--- src/rtl/divider_32b_seq.sv ---
// Iterative radix-2 restoring divider: one quotient bit per enabled cycle, registered results.
// Define DIVIDER_32B_SEQ_SIGNED_EN for two's-complement operands; default build is unsigned only.
module divider_32b_seq #(
  parameter int WIDTH = 32
) (
  input  logic             iClk,
  input  logic             iRst,
  input  logic             iEn,
  input  logic             iClr,
  input  logic             iValid,
  output logic             oReady,
  input  logic [WIDTH-1:0] iData0,
  input  logic [WIDTH-1:0] iData1,
  output logic             oValid,
  output logic [WIDTH-1:0] oData,
  output logic [WIDTH-1:0] oRem,
  output logic             oDivZero,
  output logic [1:0]       oDbgState
);

  localparam int CW = (WIDTH > 1) ? $clog2(WIDTH) : 1;

  typedef enum logic [1:0] {
    S_IDLE = 2'd0,
    S_CALC = 2'd1,
    S_DONE = 2'd2
  } state_t;

  state_t           state_q, state_d;
  logic [CW-1:0]    cnt_q, cnt_d;
  logic [WIDTH-1:0] quo_q, quo_d;
  logic [WIDTH-1:0] rem_q, rem_d;
  logic [WIDTH-1:0] dvsr_q, dvsr_d;
  logic [WIDTH-1:0] res_quo_q, res_quo_d;
  logic [WIDTH-1:0] res_rem_q, res_rem_d;
  logic             div_zero_q, div_zero_d;
  logic             valid_q, valid_d;

  logic [WIDTH:0]   rem_sh, diff;
  logic [WIDTH-1:0] step_quo, step_rem;
  logic [WIDTH-1:0] fix_quo, fix_rem;
  logic [WIDTH-1:0] mag0, mag1;
  logic             last_step;

`ifdef DIVIDER_32B_SEQ_SIGNED_EN
  logic sign0_q, sign0_d;
  logic sign1_q, sign1_d;

  // Divide magnitudes, then restore signs on the edge that enters DONE.
  always_comb begin
    mag0    = iData0[WIDTH-1] ? ({WIDTH{1'b0}} - iData0) : iData0;
    mag1    = iData1[WIDTH-1] ? ({WIDTH{1'b0}} - iData1) : iData1;
    fix_quo = (sign0_q ^ sign1_q) ? ({WIDTH{1'b0}} - step_quo) : step_quo;
    fix_rem = sign0_q ? ({WIDTH{1'b0}} - step_rem) : step_rem;
  end
`else
  always_comb begin
    mag0    = iData0;
    mag1    = iData1;
    fix_quo = step_quo;
    fix_rem = step_rem;
  end
`endif

  // The partial remainder is always below the divisor, so the shifted value fits in WIDTH+1 bits
  // and the top bit of the difference is a clean borrow flag.
  always_comb begin
    rem_sh    = {rem_q, quo_q[WIDTH-1]};
    diff      = rem_sh - {1'b0, dvsr_q};
    step_quo  = {quo_q[WIDTH-2:0], ~diff[WIDTH]};
    step_rem  = diff[WIDTH] ? rem_sh[WIDTH-1:0] : diff[WIDTH-1:0];
    last_step = (cnt_q == CW'(WIDTH - 1));
  end

  // Handshake: a request transfers on a rising edge where iValid & oReady & iEn & !iClr;
  // oReady is high only in IDLE, and oValid is a single enabled-cycle pulse in DONE.
  always_comb begin
    state_d    = state_q;
    cnt_d      = cnt_q;
    quo_d      = quo_q;
    rem_d      = rem_q;
    dvsr_d     = dvsr_q;
    res_quo_d  = res_quo_q;
    res_rem_d  = res_rem_q;
    div_zero_d = div_zero_q;
    valid_d    = valid_q;
`ifdef DIVIDER_32B_SEQ_SIGNED_EN
    sign0_d    = sign0_q;
    sign1_d    = sign1_q;
`endif
    case (state_q)
      S_IDLE: begin
        if (iValid) begin
          quo_d  = mag0;
          dvsr_d = mag1;
          rem_d  = '0;
          cnt_d  = '0;
`ifdef DIVIDER_32B_SEQ_SIGNED_EN
          sign0_d = iData0[WIDTH-1];
          sign1_d = iData1[WIDTH-1];
`endif
          if (iData1 == '0) begin
            state_d    = S_DONE;
            valid_d    = 1'b1;
            res_quo_d  = '1;
            res_rem_d  = iData0;
            div_zero_d = 1'b1;
          end else begin
            state_d = S_CALC;
          end
        end
      end
      S_CALC: begin
        quo_d = step_quo;
        rem_d = step_rem;
        cnt_d = cnt_q + 1'b1;
        if (last_step) begin
          state_d    = S_DONE;
          valid_d    = 1'b1;
          res_quo_d  = fix_quo;
          res_rem_d  = fix_rem;
          div_zero_d = 1'b0;
        end
      end
      S_DONE: begin
        state_d = S_IDLE;
        valid_d = 1'b0;
      end
      default: begin
        state_d = S_IDLE;
        valid_d = 1'b0;
      end
    endcase
  end

  always_ff @(posedge iClk or posedge iRst) begin
    if (iRst) begin
      state_q    <= S_IDLE;
      cnt_q      <= '0;
      quo_q      <= '0;
      rem_q      <= '0;
      dvsr_q     <= '0;
      res_quo_q  <= '0;
      res_rem_q  <= '0;
      div_zero_q <= 1'b0;
      valid_q    <= 1'b0;
    end else if (iClr) begin
      state_q    <= S_IDLE;
      cnt_q      <= '0;
      quo_q      <= '0;
      rem_q      <= '0;
      dvsr_q     <= '0;
      res_quo_q  <= '0;
      res_rem_q  <= '0;
      div_zero_q <= 1'b0;
      valid_q    <= 1'b0;
    end else if (iEn) begin
      state_q    <= state_d;
      cnt_q      <= cnt_d;
      quo_q      <= quo_d;
      rem_q      <= rem_d;
      dvsr_q     <= dvsr_d;
      res_quo_q  <= res_quo_d;
      res_rem_q  <= res_rem_d;
      div_zero_q <= div_zero_d;
      valid_q    <= valid_d;
    end
  end

`ifdef DIVIDER_32B_SEQ_SIGNED_EN
  always_ff @(posedge iClk or posedge iRst) begin
    if (iRst) begin
      sign0_q <= 1'b0;
      sign1_q <= 1'b0;
    end else if (iClr) begin
      sign0_q <= 1'b0;
      sign1_q <= 1'b0;
    end else if (iEn) begin
      sign0_q <= sign0_d;
      sign1_q <= sign1_d;
    end
  end
`endif

  assign oReady    = (state_q == S_IDLE);
  assign oValid    = valid_q;
  assign oData     = res_quo_q;
  assign oRem      = res_rem_q;
  assign oDivZero  = div_zero_q;
  assign oDbgState = state_q;

endmodule

--- config.mk ---
export PLATFORM = sky130hd
export DESIGN_NAME = divider_32b_seq
export DESIGN_NICKNAME = d
export VERILOG_FILES = /design/src/rtl/divider_32b_seq.sv
export SDC_FILE = /design/constraint.sdc
export NUM_CORES = 1
export LEC_CHECK = 0
export BUFFER_PORTS_ARGS = -buffer_cell sky130_fd_sc_hd__buf_2
export CAP_MARGIN = 20
export CORE_UTILIZATION = 50
export CTS_BUF_LIST = sky130_fd_sc_hd__clkbuf_4
export CTS_CLUSTER_SIZE = 8
export DETAILED_ROUTE_END_ITERATION = 6
export PLACE_DENSITY = 0.79
export SETUP_SLACK_MARGIN = 0.02
export SLEW_MARGIN = 20
export SYNTH_ARGS = -nofsm -noshare
export SYNTH_HDL_FRONTEND = slang
export SYNTH_SLANG_ARGS = --single-unit
--- constraint.sdc ---
create_clock -name iClk -period 6.75 [get_ports iClk]
set_input_delay 1.0125 -clock iClk [delete_from_list [all_inputs] [get_ports iClk]]
set_output_delay 1.0125 -clock iClk [all_outputs]
set_load 0.05 [all_outputs]
# [Yosys cells after proc, flatten, opt, wreduce, memory -nomap -nowiden]
# Index checks and enable logic that the tools add are counted.
[word_totals] register_bits=169 in_bits=69 out_inout_bits=69 word_cells=73
[op_classes] addsub=2 eq_ne=5 mux=45 n_bitwise=1 n_reduce_logical=11
[ops] cell="$mux W32" count=21
[ops] cell="$pmux W32 S2" count=4
[ops] cell="$sub A33 B32 Y33" count=1
[ops] cell="$logic_not A32 Y1" count=1
[ops] cell="$mux W5" count=3
[ops] cell="$mux W2" count=5
[ops] cell="$pmux W5 S2" count=1
[ops] cell="$reduce_and A3 Y1" count=3
[ops] cell="$mux W1" count=8
[ops] cell="$ne A3 B3 Y1 const B" count=2
[ops] cell="$reduce_bool A2 Y1" count=3
[ops] cell="$add A5 B1 Y5 const B" count=1
[ops] cell="$eq A5 B5 Y1 const B" count=1
[ops] cell="$reduce_and A5 Y1" count=1
[ops] cell="$pmux W1 S2" count=2
[ops] cell="$pmux W2 S2" count=1
[ops] cell="$reduce_and A4 Y1" count=1
[ops] cell="$ne A3 B2 Y1 const B" count=1
[ops] cell="$reduce_bool A3 Y1" count=1
[ops] cell="$eq A2 B1 Y1 const B" count=1
[ops] cell="$logic_not A2 Y1" count=1
[ops] cell="$not A1 Y1" count=1

# [Logic depth before layout (Yosys ltp)]
# Gate-level depths: netlist of run 1.
[depth] depth_word=6 ltp_mapped=14

# [Worst setup path before layout of run 1]
# No wires, ideal clock.
[synth_path] kind="register to register" start="reg quo_q[31]" end="reg res_rem_q[11] (netlist: oRem[11])" setup_ps=139 arrival_time_ps=3022 slack_ps=3590 stages_incl_launch_ff=14 path_buffers=1 path_cell_list="dfrtp_1 > inv_1 > ha_1 > fa_1 > nand2b_1 > a21o_1 > a21oi_2 > a21oi_2 > o41a_4 > a41oi_4 > nand2_4 > buf_2 > a211oi_2 > o31ai_2"
[synth_via] elab_chain_len=6
[synth_lines] item="start, declared" line_no="31" source="logic [WIDTH-1:0] quo_q, quo_d;"
[synth_lines] item="start signal, assigned" line_no="160" source="quo_q <= quo_d;"
[synth_lines] item="$sub A33 B32 Y33" line_no="69" source="diff = rem_sh - {1'b0, dvsr_q};"
[synth_lines] item="$mux W32" line_no="71" source="step_rem = diff[WIDTH] ? rem_sh[WIDTH-1:0] : diff[WIDTH-1:0];"
[synth_lines] item="$mux W32" line_no="117" source="if (last_step) begin"
[synth_lines] item="$pmux W32 S2" line_no="91" source="case (state_q)"
[synth_lines] item="$mux W32" line_no="157" source="end else if (iEn) begin"
[synth_lines] item="$mux W32" line_no="147" source="end else if (iClr) begin"
[synth_lines] item="end signal, assigned" line_no="164" source="res_rem_q <= res_rem_d;"
[synth_lines] item="end, declared" line_no="35" source="logic [WIDTH-1:0] res_rem_q, res_rem_d;"
# Every way passes these cells. The select of a mux whose other input is x is not followed.
# A chain may end at the register's enable or synchronous reset.

# [Worst setup path in the final report of run 1]
[layout_path] start="reg quo_q[31]" end="reg res_rem_q[18] (netlist: oRem[18])"
# Same word-level chain as after synthesis.

==> impl_metrics.tcl, run 1 <==
set metrics [dict create \
    status "complete, no violations" \
    avgSynthCellArea_sq_um 8.60 \
    min_path_type "in2async" \
    rsz0062_at_grt "no" \
    met1_length_um 12900 \
    p_comb_share_pct 40.5 \
    synth-main-ff-cell "dfrtp_1" \
    fin_setup_tns_ps 0 \
    routed-wl-met3_um 2150 \
    reg2reg_depth 12 \
    rows 51 \
    design.die.area_sq_mm 0.0207 \
    synth.distinct_cells 72 \
    insertion_delay_ps 580 \
    antenna_cells 0 \
    power.switching_mw 1.22 \
    crit_type "reg2reg" \
    r2r_setup_slack_ps 2760 \
    top_layer "met4" \
    yosys.area.top_type "dfrtp_1" \
    dieWidth_um 144 \
    ys_seq_area_share_pct 42.0 \
    synth.area.top_cells "dfrtp_1 42%, nand2_1 7.3%, a21oi_1 4.4%" \
    overflow 0 \
    cpPeakStageDelay_ps 610 \
    max_slew_margin_pct 33.1 \
    synth_top_area_share_pct 42.0 \
    dp.cells 1493 \
    worstSetupEndpointType "register" \
    seqPwrFrac_pct 37.5 \
    clk_pin_slew_ps 150 \
    critPathArrivalTime_ps 4410 \
    drt-wirelength-per-cell_um 18.0 \
    fin_skew_ps 24.6 \
    layout_min_cycle_time_ps 3990 \
    syn_inst 1171 \
    grt_use_total_pct 27.3 \
    slew_violations 0 \
    cp_slowest_cell "a41oi_4" \
    worstReg2RegStart "quo_q[31]" \
    initial_core_util_pct 51.4 \
    endpoint "oRem[18]" \
    met2_length_um 11800 \
    synth_seq_cells 169 \
    crit_cells 12 \
    finalNonFillerCells 1525 \
    clk_path_buf_depth 2 \
    leakage_nw 5.02 \
    grt_pass1_vias 8175 \
    antenna_left 0 \
    drc 0 \
    regToRegEndpoint "oRem[18]" \
    timing.critical_path.buf_inv 1 \
    crit_top_cell "a21oi_2" \
    seq_area_sq_mm 0.00423 \
    cts_inserted_buffers 17 \
    syn-cell-area_sq_mm 0.0101 \
    postCtsSetupBuffers 0 \
    via_count 9077 \
    cts_hold_buf 0 \
    fin_nets 1351 \
    synth_edf_count 0 \
    layout_commonest_cell "nand2_1" \
    htree_levels 4 \
    antenna_found_initial 0 \
    ys_warn_count 0 \
    port_buffers 137 \
    final_cell_mix "194 x nand2_1, 169 x dfrtp_1, 136 x buf_2" \
    cts_tree "done" \
    power_density_mw_per_mm2 262 \
    switching_share_pct 42.0 \
    grt_pass1_wl_um 43700 \
    nFillCells 1829 \
    drtIter0Drc 857 \
    tightest_slew_ps 1000 \
    grt_max_degree 90 \
    ctsResizeCount 0 \
    cp_top_family "compound AO/OA/AOI/OAI gates" \
    p_int_mw 1.68 \
    drive_gt1_share_pct 18.8 \
    coreArea_sq_mm 0.0196 \
    finalWirelength_um 27500 \
    hold_violations 0 \
    place.gp.congestion 0.922 \
    cts_sinks 169 \
    setup_viol 0 \
    io_pins 138 \
    drt-pass1-iter-count 5 \
    syn_nets 1275 \
    max_cap_violations 0 \
    synth-async-reset-ratio_pct 100 \
    die_h_um 144 \
    cp-start-kind "register" \
    ir_worst_vdd_uv 174 \
    hpwlAfterDp_um 19700 \
    cp_cell_sequence "inv_1, ha_1, fa_1, nand2b_1, a21o_1, a21oi_2, a21oi_2, o41a_4, a41oi_4, nand2_4, a211oi_1, o31ai_1" \
    max_freq_mhz 250 \
    clockRootBuffer "clkbuf_4" \
    clock_power_share_pct 22.0 \
    post-route-period-util_pct 59.1 \
    cp-startpoint "quo_q[31]" \
    syn2layout_area_growth_pct 9.78 \
    viasPerCell 5.95 \
    crit_fanout 34 \
    multi_input_area_sq_mm 0.00526 \
    crit_required_ps 7170 \
]
[registers in the layout, indices dropped and copies added, names as in the netlist]
signal and count:
rem_q 32, oDivZero 1, quo_q 32, oDbgState 2
oValid 1, oData 32, dvsr_q 32, cnt_q 5
oRem 32
[worst min path at each step]
stage                          from         to  slack (ps)  cells after the start
after CTS                      iRst   oData[4]         370                      2
after floorplan           rem_q[18]  rem_q[18]         470                      2
after global placement       oValid     oValid         470                      1
after detailed placement     oValid     oValid         470                      1
after global routing           iRst   oData[4]         370                      2
final                          iRst   oData[4]         390                      2
[logic make-up (layout without fill, tap and decap cells)]
group,Yosys count,in the layout,synth area share (%)
and+or+nand+nor,456,456,20.8
AOI/OAI and AO/OA,348,348,24.1
DFF,169,169,42.0
buffers and inverters,134,223,6.09
adders and majority gates,35,35,4.42
xor gates and xnor gates,26,26,2.26
muxes,3,3,0.311
[layer usage]
layer,vias to the layer above,GRT usage (%)
li1,4333,-
met1,4331,41.4
met2,372,39.7
met3,41,3.93
met4,0,8.96
met5,-,0
[power groups by stage]
stage / sequential [mW] / clock [mW] / combinational (mW)
after floorplan: 1.09 / 0 / 0.966
final: 1.09 / 0.637 / 1.17
after global routing: 1.09 / 0.682 / 1.28
after CTS: 1.09 / 0.645 / 1.15
after global placement: 1.10 / 0 / 1.14
after detailed placement: 1.11 / 0 / 1.15
[layout make-up]
cell class	count	area share, %
tap	265	3.00
clock buffer	19	1.29
sequential	169	38.3
clock inverter	13	1.41
timing repair buffer	149	7.04
inverter	42	1.47
multi-input combinational	868	47.5
[cell usage after synthesis, types with 15 or more instances]
cell type,count
inv_1,42
o21ai_0,76
ha_1,34
clkbuf_1,61
dfrtp_1,169
nand2_1,195
a211oi_1,15
a31oi_1,16
nor3_1,66
a21o_1,18
nand3_1,36
nor2_1,91
a21oi_1,88
a311oi_1,33
[through the flow]
| stage | setup slack [ps] | utilization [%] | instance area (sq um) | hold WS [ps] | total power, mW |
|---|---|---|---|---|---|
| after floorplan | 1160 | - | 10100 | 471 | 2.06 |
| after global placement | 2960 | 54.9 | 10800 | 466 | 2.24 |
| after detailed placement | 2870 | 54.9 | 10800 | 474 | 2.26 |
| after CTS | 2800 | 56.4 | 11100 | 375 | 2.89 |
| after global routing | 2540 | 56.4 | 11100 | 368 | 3.05 |
| final | 2760 | 56.4 | 11100 | 389 | 2.90 |
(Power assumes the default switching activity.)
==> inputs of run 2 (changes only) <==
--- a/config.mk
+++ b/config.mk
@@ -5,13 +5,14 @@
 export SDC_FILE = /design/constraint.sdc
 export NUM_CORES = 1
 export LEC_CHECK = 0
+export ABC_AREA = 1
 export BUFFER_PORTS_ARGS = -buffer_cell sky130_fd_sc_hd__buf_2
 export CAP_MARGIN = 20
 export CORE_UTILIZATION = 50
 export CTS_BUF_LIST = sky130_fd_sc_hd__clkbuf_4
 export CTS_CLUSTER_SIZE = 8
 export DETAILED_ROUTE_END_ITERATION = 6
-export PLACE_DENSITY = 0.79
+export PLACE_DENSITY = 0.82
 export SETUP_SLACK_MARGIN = 0.02
 export SLEW_MARGIN = 20
 export SYNTH_ARGS = -nofsm -noshare
==> constraint.sdc (replaced) <==
create_clock -name iClk -period 3.63 [get_ports iClk]
set_input_delay 0.5445 -clock iClk [delete_from_list [all_inputs] [get_ports iClk]]
set_output_delay 0.5445 -clock iClk [all_outputs]
set_load 0.05 [all_outputs]
==> impl_metrics.tcl, run 2 <==
set metrics [dict create \
    syn2layout_area_growth_pct 12.2 \
    final_cell_mix "556 x nand2_1, 169 x dfrtp_1, 167 x inv_1" \
    hold_slack_ps 121 \
    drive_gt1_share_pct 13.5 \
    cts_inserted_buffers 17 \
    synth_common_cells "557 x nand2_1, 169 x dfrtp_1, 168 x inv_1" \
    clk_pin_slew_ps 150 \
    clk_path_buf_depth 2 \
    fin_skew_ps 29.0 \
    critPathArrivalTime_ps 3460 \
    slew_violations 0 \
    crit_type "reg2reg" \
    status "complete, no violations" \
    syn-cell-area_sq_mm 0.0101 \
    ys_seq_area_share_pct 41.9 \
    antenna_left 0 \
    antenna_found_initial 1 \
    syn_nets 1558 \
    r2r_setup_slack_ps 660 \
    max_cap_violations 0 \
    rsz0062_at_grt "no" \
    yosys.area.top_type "dfrtp_1" \
    drt-pass1-iter-count 6 \
    layout_commonest_cell "nand2_1" \
    max_slew_margin_pct 57.4 \
    setup_viol 0 \
    cts_sinks 169 \
    cts_tree "done" \
    regToRegEndpoint "oRem[13]" \
    viasPerCell 5.17 \
    post-route-period-util_pct 81.8 \
    worstSetupEndpointType "register" \
    yosysMostFrequentCell "nand2_1" \
    drt-wirelength-per-cell_um 14.3 \
    insertion_delay_ps 600 \
    fin_setup_tns_ps 0 \
    synth_seq_cells 169 \
    cts_hold_buf 0 \
    hpwlAfterDp_um 20100 \
    worstReg2RegStart "quo_q[31]" \
    min_path_type "in2async" \
    clockRootBuffer "clkbuf_4" \
    synth.area.top_cells "dfrtp_1 42%, nand2_1 21%, inv_1 6.3%" \
    die_h_um 144 \
    grt_pass1_wl_um 42600 \
    postCtsSetupBuffers 0 \
    power_density_mw_per_mm2 956 \
    cp_slowest_cell "dfrtp_1" \
    via_count 9556 \
    syn_inst 1454 \
    grt_max_degree 121 \
    cpPeakStageDelay_ps 380 \
    crit_fanout 34 \
    finalWirelength_um 26400 \
    rows 51 \
    ir_worst_vdd_uv 402 \
    io_pins 138 \
    synth-main-ff-cell "dfrtp_1" \
    coreArea_sq_mm 0.0196 \
    crit_required_ps 4120 \
    grt_use_total_pct 26.6 \
    design.die.area_sq_mm 0.0207 \
    dieWidth_um 144 \
    cp_cell_sequence "inv_1, ha_1, fa_1, inv_1, nand2_1, nand2_1, nand3_1, nand2_2, nand2_2, nand2_2, nand2_2, nand2_1, nand2_2, nand2_4, inv_2, nand2_1, nand3_1, nand2_1, nand2_1" \
    power_mw 10.8 \
    ys_warn_count 0 \
    max_freq_mhz 337 \
    synth.distinct_cells 36 \
    grt_pass1_vias 8486 \
    fin_nets 1673 \
    cp_top_family "simple AND/OR/NAND/NOR gates" \
    layout_min_cycle_time_ps 2970 \
    synth_top_area_share_pct 41.9 \
    port_buffers 137 \
    place.gp.congestion 0.964 \
    leakage_nw 6.41 \
    tightest_slew_ps 640 \
    reg2reg_depth 19 \
    ctsResizeCount 0 \
    nFillCells 1880 \
    avgSynthCellArea_sq_um 6.93 \
    initial_core_util_pct 51.5 \
    overflow 0 \
    drc 0 \
    drtIter0Drc 857 \
    htree_levels 4 \
    synth-async-reset-ratio_pct 100 \
    hold_violations 0 \
    timing.critical_path.buf_inv 3 \
    synth_edf_count 0 \
    crit_top_cell "nand2_1" \
    cp-start-kind "register" \
]
==> run 2: changes by cell type after synthesis, moves of 15 or more <==
cell / before / now
a21oi_1: 88 / 62
a21o_1: 18 / 1
inv_1: 42 / 168
nand3_1: 36 / 100
nand3b_1: 0 / 39
a211oi_1: 15 / 0
a311oi_1: 33 / 0
nand2_1: 195 / 557
clkbuf_1: 61 / 32
nor2_1: 91 / 117
nor3_1: 66 / 5
a31oi_1: 16 / 0
==> run 2: how the worst max path moves through the flow <==
stage / start / endpoint / depth (start not counted)
floorplan: iRst / cnt_q[0] / 1
global placement: quo_q[31] / oRem[29] / 19
detailed placement: quo_q[31] / oRem[30] / 19
CTS: quo_q[31] / oRem[30] / 19
global route: quo_q[31] / oRem[11] / 19
finish: quo_q[31] / oRem[13] / 19
==> run 2: report_power, final <==
part	switching (mW)	total (mW)	internal, mW
registers	0.380	2.89	2.51
clock network	0.748	1.19	0.437
logic	4.90	6.74	1.84
total	6.03	10.8	4.79
==> run 2: cell type report <==
class,instances,area [sq um],share of cell area [%]
Clock buffer,17,128,1.13
Tap cell,265,332,2.93
Antenna cell,1,2.50,0.0221
Timing Repair Buffer,152,836,7.39
Multi-Input combinational cell,1055,4950,43.8
Inverter,174,657,5.80
Sequential cell,169,4230,37.4
Clock inverter,15,179,1.58
==> run 2: metal layers <==
metal  share of wire, %  track usage (%)  vias up
met4                1.3             6.89        0
li1                   -                -     4793
met3                7.1             3.58       30
met5                  0                0        -
met2                 43             40.8      375
met1                 49             39.5     4358
==> run 2: worst min-delay path, delay by kind of cell <==
| kind | cells | cell delay [ps] |
|---|---|---|
| buf+inv | 3 | 650 |
==> run 2: cells by family (layout without fill, tap and decap cells) <==
logic type / count (synthesis) / in the layout / synth area share [%]
DFF: 169 / 169 / 41.9
buffers and inverters: 230 / 358 / 9.10
and+or+nand+nor: 855 / 855 / 35.6
xor gates and xnor gates: 9 / 9 / 0.782
adders and majority gates: 35 / 35 / 4.42
other: 0 / 1 / 0
AOI/OAI and AO/OA: 156 / 156 / 8.13
==> run 2: stage by stage <==
stage	area, sq um	cells	setup WS [ps]	util, %
4_1_cts	11300	1847	686	57.8
3_5_place_dp	11000	1815	664	56.2
6_report	11300	1848	660	57.8
5_1_grt	11300	1848	337	57.8
2_1_floorplan	10100	1454	931	-
3_3_place_gp	11000	1815	794	56.2
==> inputs of run 3 (changes only) <==
--- a/config.mk
+++ b/config.mk
@@ -12,7 +12,7 @@
 export CTS_BUF_LIST = sky130_fd_sc_hd__clkbuf_4
 export CTS_CLUSTER_SIZE = 8
 export DETAILED_ROUTE_END_ITERATION = 6
-export PLACE_DENSITY = 0.82
+export PLACE_DENSITY = 0.79
 export SETUP_SLACK_MARGIN = 0.02
 export SLEW_MARGIN = 20
 export SYNTH_ARGS = -nofsm -noshare
==> constraint.sdc (replaced) <==
create_clock -name iClk -period 2.8 [get_ports iClk]
set_input_delay 0.42 -clock iClk [delete_from_list [all_inputs] [get_ports iClk]]
set_output_delay 0.42 -clock iClk [all_outputs]
set_load 0.05 [all_outputs]
==> impl_metrics.tcl, run 3 (synthesis gave the netlist of run 2 again) <==
set metrics [dict create \
    status "complete, no violations" \
    die_h_um 144 \
    timing.critical_path.buf_inv 4 \
    setup_ws_ps 244 \
    clock_power_share_pct 10.6 \
    place.gp.congestion 1.01 \
    cp_cell_sequence "inv_1, ha_1, fa_1, inv_1, nand2_1, nand2_1, nand3_1, nand2_2, nand2_2, nand2_2, nand2_2, nand2_1, nand2_2, nand2_4, inv_2, buf_12, nand2_1, nand3_1, nand2_1, nand2_1" \
    worstSetupEndpointType "register" \
    io_pins 138 \
    layout_commonest_cell "nand2_1" \
    grt_max_degree 98 \
    antenna_left 0 \
    cts_sinks 169 \
    hpwlAfterDp_um 20300 \
    insertion_delay_ps 590 \
    layout_min_cycle_time_ps 2560 \
    fin_skew_ps 23.1 \
    drtIter0Drc 698 \
    grt_pass1_wl_um 44000 \
    syn2layout_area_growth_pct 13.1 \
    leakage_nw 6.45 \
    rsz0062_at_grt "no" \
    max_cap_violations 0 \
    post_dp_cell_area_sq_mm 0.0111 \
    power.switching_mw 7.93 \
    clk_pin_slew_ps 160 \
    hold_end "dvsr_q[6]" \
    cpPeakStageDelay_ps 370 \
    power_density_mw_per_mm2 1250 \
    cp_top_family "simple AND/OR/NAND/NOR gates" \
    final_cell_mix "556 x nand2_1, 169 x dfrtp_1, 167 x inv_1" \
    antenna_found_initial 1 \
    crit_top_cell "nand2_1" \
    post-route-period-util_pct 91.3 \
    finalWirelength_um 26700 \
    dieWidth_um 144 \
    cp-start-kind "register" \
    drt-wirelength-per-cell_um 14.4 \
    dp.cells 1820 \
    clockRootBuffer "clkbuf_4" \
    hold_violations 0 \
    crit_fanout 27 \
    reg2reg_depth 20 \
    min_from "iData1[6]" \
    cp_slowest_cell "dfrtp_1" \
    setup_viol 0 \
    viasPerCell 5.13 \
    initial_core_util_pct 51.5 \
    finalNonFillerCells 1854 \
    htree_levels 4 \
    overflow 0 \
    power_mw 14.2 \
    p_comb_share_pct 63.0 \
    r2r_setup_slack_ps 240 \
    hold_depth 3 \
    max_freq_mhz 391 \
    drt-pass1-iter-count 7 \
    crit_required_ps 3290 \
    coreArea_sq_mm 0.0196 \
    port_buffers 137 \
    grt_use_total_pct 27.4 \
    fin_setup_tns_ps 0 \
    design.die.area_sq_mm 0.0207 \
    slew_violations 0 \
    via_count 9519 \
    p_int_mw 6.31 \
    postCtsSetupBuffers 0 \
    fin_nets 1679 \
    switching_share_pct 55.7 \
    min_path_type "in2reg" \
    critPathArrivalTime_ps 3050 \
    worstReg2RegStart "quo_q[31]" \
    final_core_util_pct 58.2 \
    hold_slack_ps 69.3 \
    drc 0 \
    tightest_slew_ps 972 \
    fin_area_sq_mm 0.0114 \
    ir_worst_vdd_uv 739 \
    regToRegEndpoint "oRem[11]" \
    max_slew_margin_pct 35.2 \
    crit_type "reg2reg" \
    seqPwrFrac_pct 26.4 \
    cts_inserted_buffers 17 \
    rows 51 \
    grt_pass1_vias 8771 \
    pre_cts_slack_ps 263 \
    clk_path_buf_depth 2 \
    drive_gt1_share_pct 13.9 \
    cts_tree "done" \
]
## run 3: worst max-delay path by stage
stage,from,to,slack (ps),cells after the start
after floorplan,iRst,cnt_q[0],230,1
after global placement,quo_q[31],oRem[31],340,20
after detailed placement,quo_q[31],oRem[31],260,20
after CTS,quo_q[31],oRem[31],240,20
after global routing,quo_q[31],oRem[21],20,20
final,quo_q[31],oRem[11],240,20
## run 3: timing repair
item / 4_1_cts / 5_1_grt
endpoints found under the hold margin: 5 / 0
endpoints found under the setup margin: 0 / 2
gates resized for setup: 0 / 2
hold buffers: 1 / 0
## run 3: worst reg2reg max path, cell delays in order, from the launching register on
cell     delay, ps
dfrtp_1        370
inv_1           50
ha_1           220
fa_1           360
inv_1           90
nand2_1         70
nand2_1         70
nand3_1         80
nand2_2        110
nand2_2         50
nand2_2         90
nand2_2         60
nand2_1         80
nand2_2         70
nand2_4         70
inv_2           70
buf_12         170
nand2_1         90
nand3_1        120
nand2_1        110
nand2_1         60
## run 3: cell type report
class | count | area [sq um]
fillers | 1896 | 8190
multi-input cells | 1055 | 4960
flip-flops and latches | 169 | 4230
repair buffers | 158 | 912
inverters | 174 | 657
well taps | 265 | 332
clock inverters | 15 | 180
clock buffers | 17 | 128
diodes | 1 | 2.50
## run 3: layer usage
metal | global-route usage, % | routed length [um] | up-vias
li1 | - | - | 4808
met1 | 41.6 | 13100 | 4357
met2 | 40.7 | 11500 | 321
met3 | 3.31 | 1620 | 33
met4 | 7.78 | 425 | 0
met5 | 0 | 0 | -
## run 3: power by group through the flow
stage / Sequential [mW] / Combinational (mW) / Clock (mW)
after floorplan: 5.02 / 5.42 / 0
after global placement: 3.78 / 8.73 / 0
after detailed placement: 3.79 / 8.84 / 0
after CTS: 3.75 / 8.88 / 1.54
after global routing: 3.84 / 10.0 / 1.63
final: 3.76 / 8.98 / 1.50
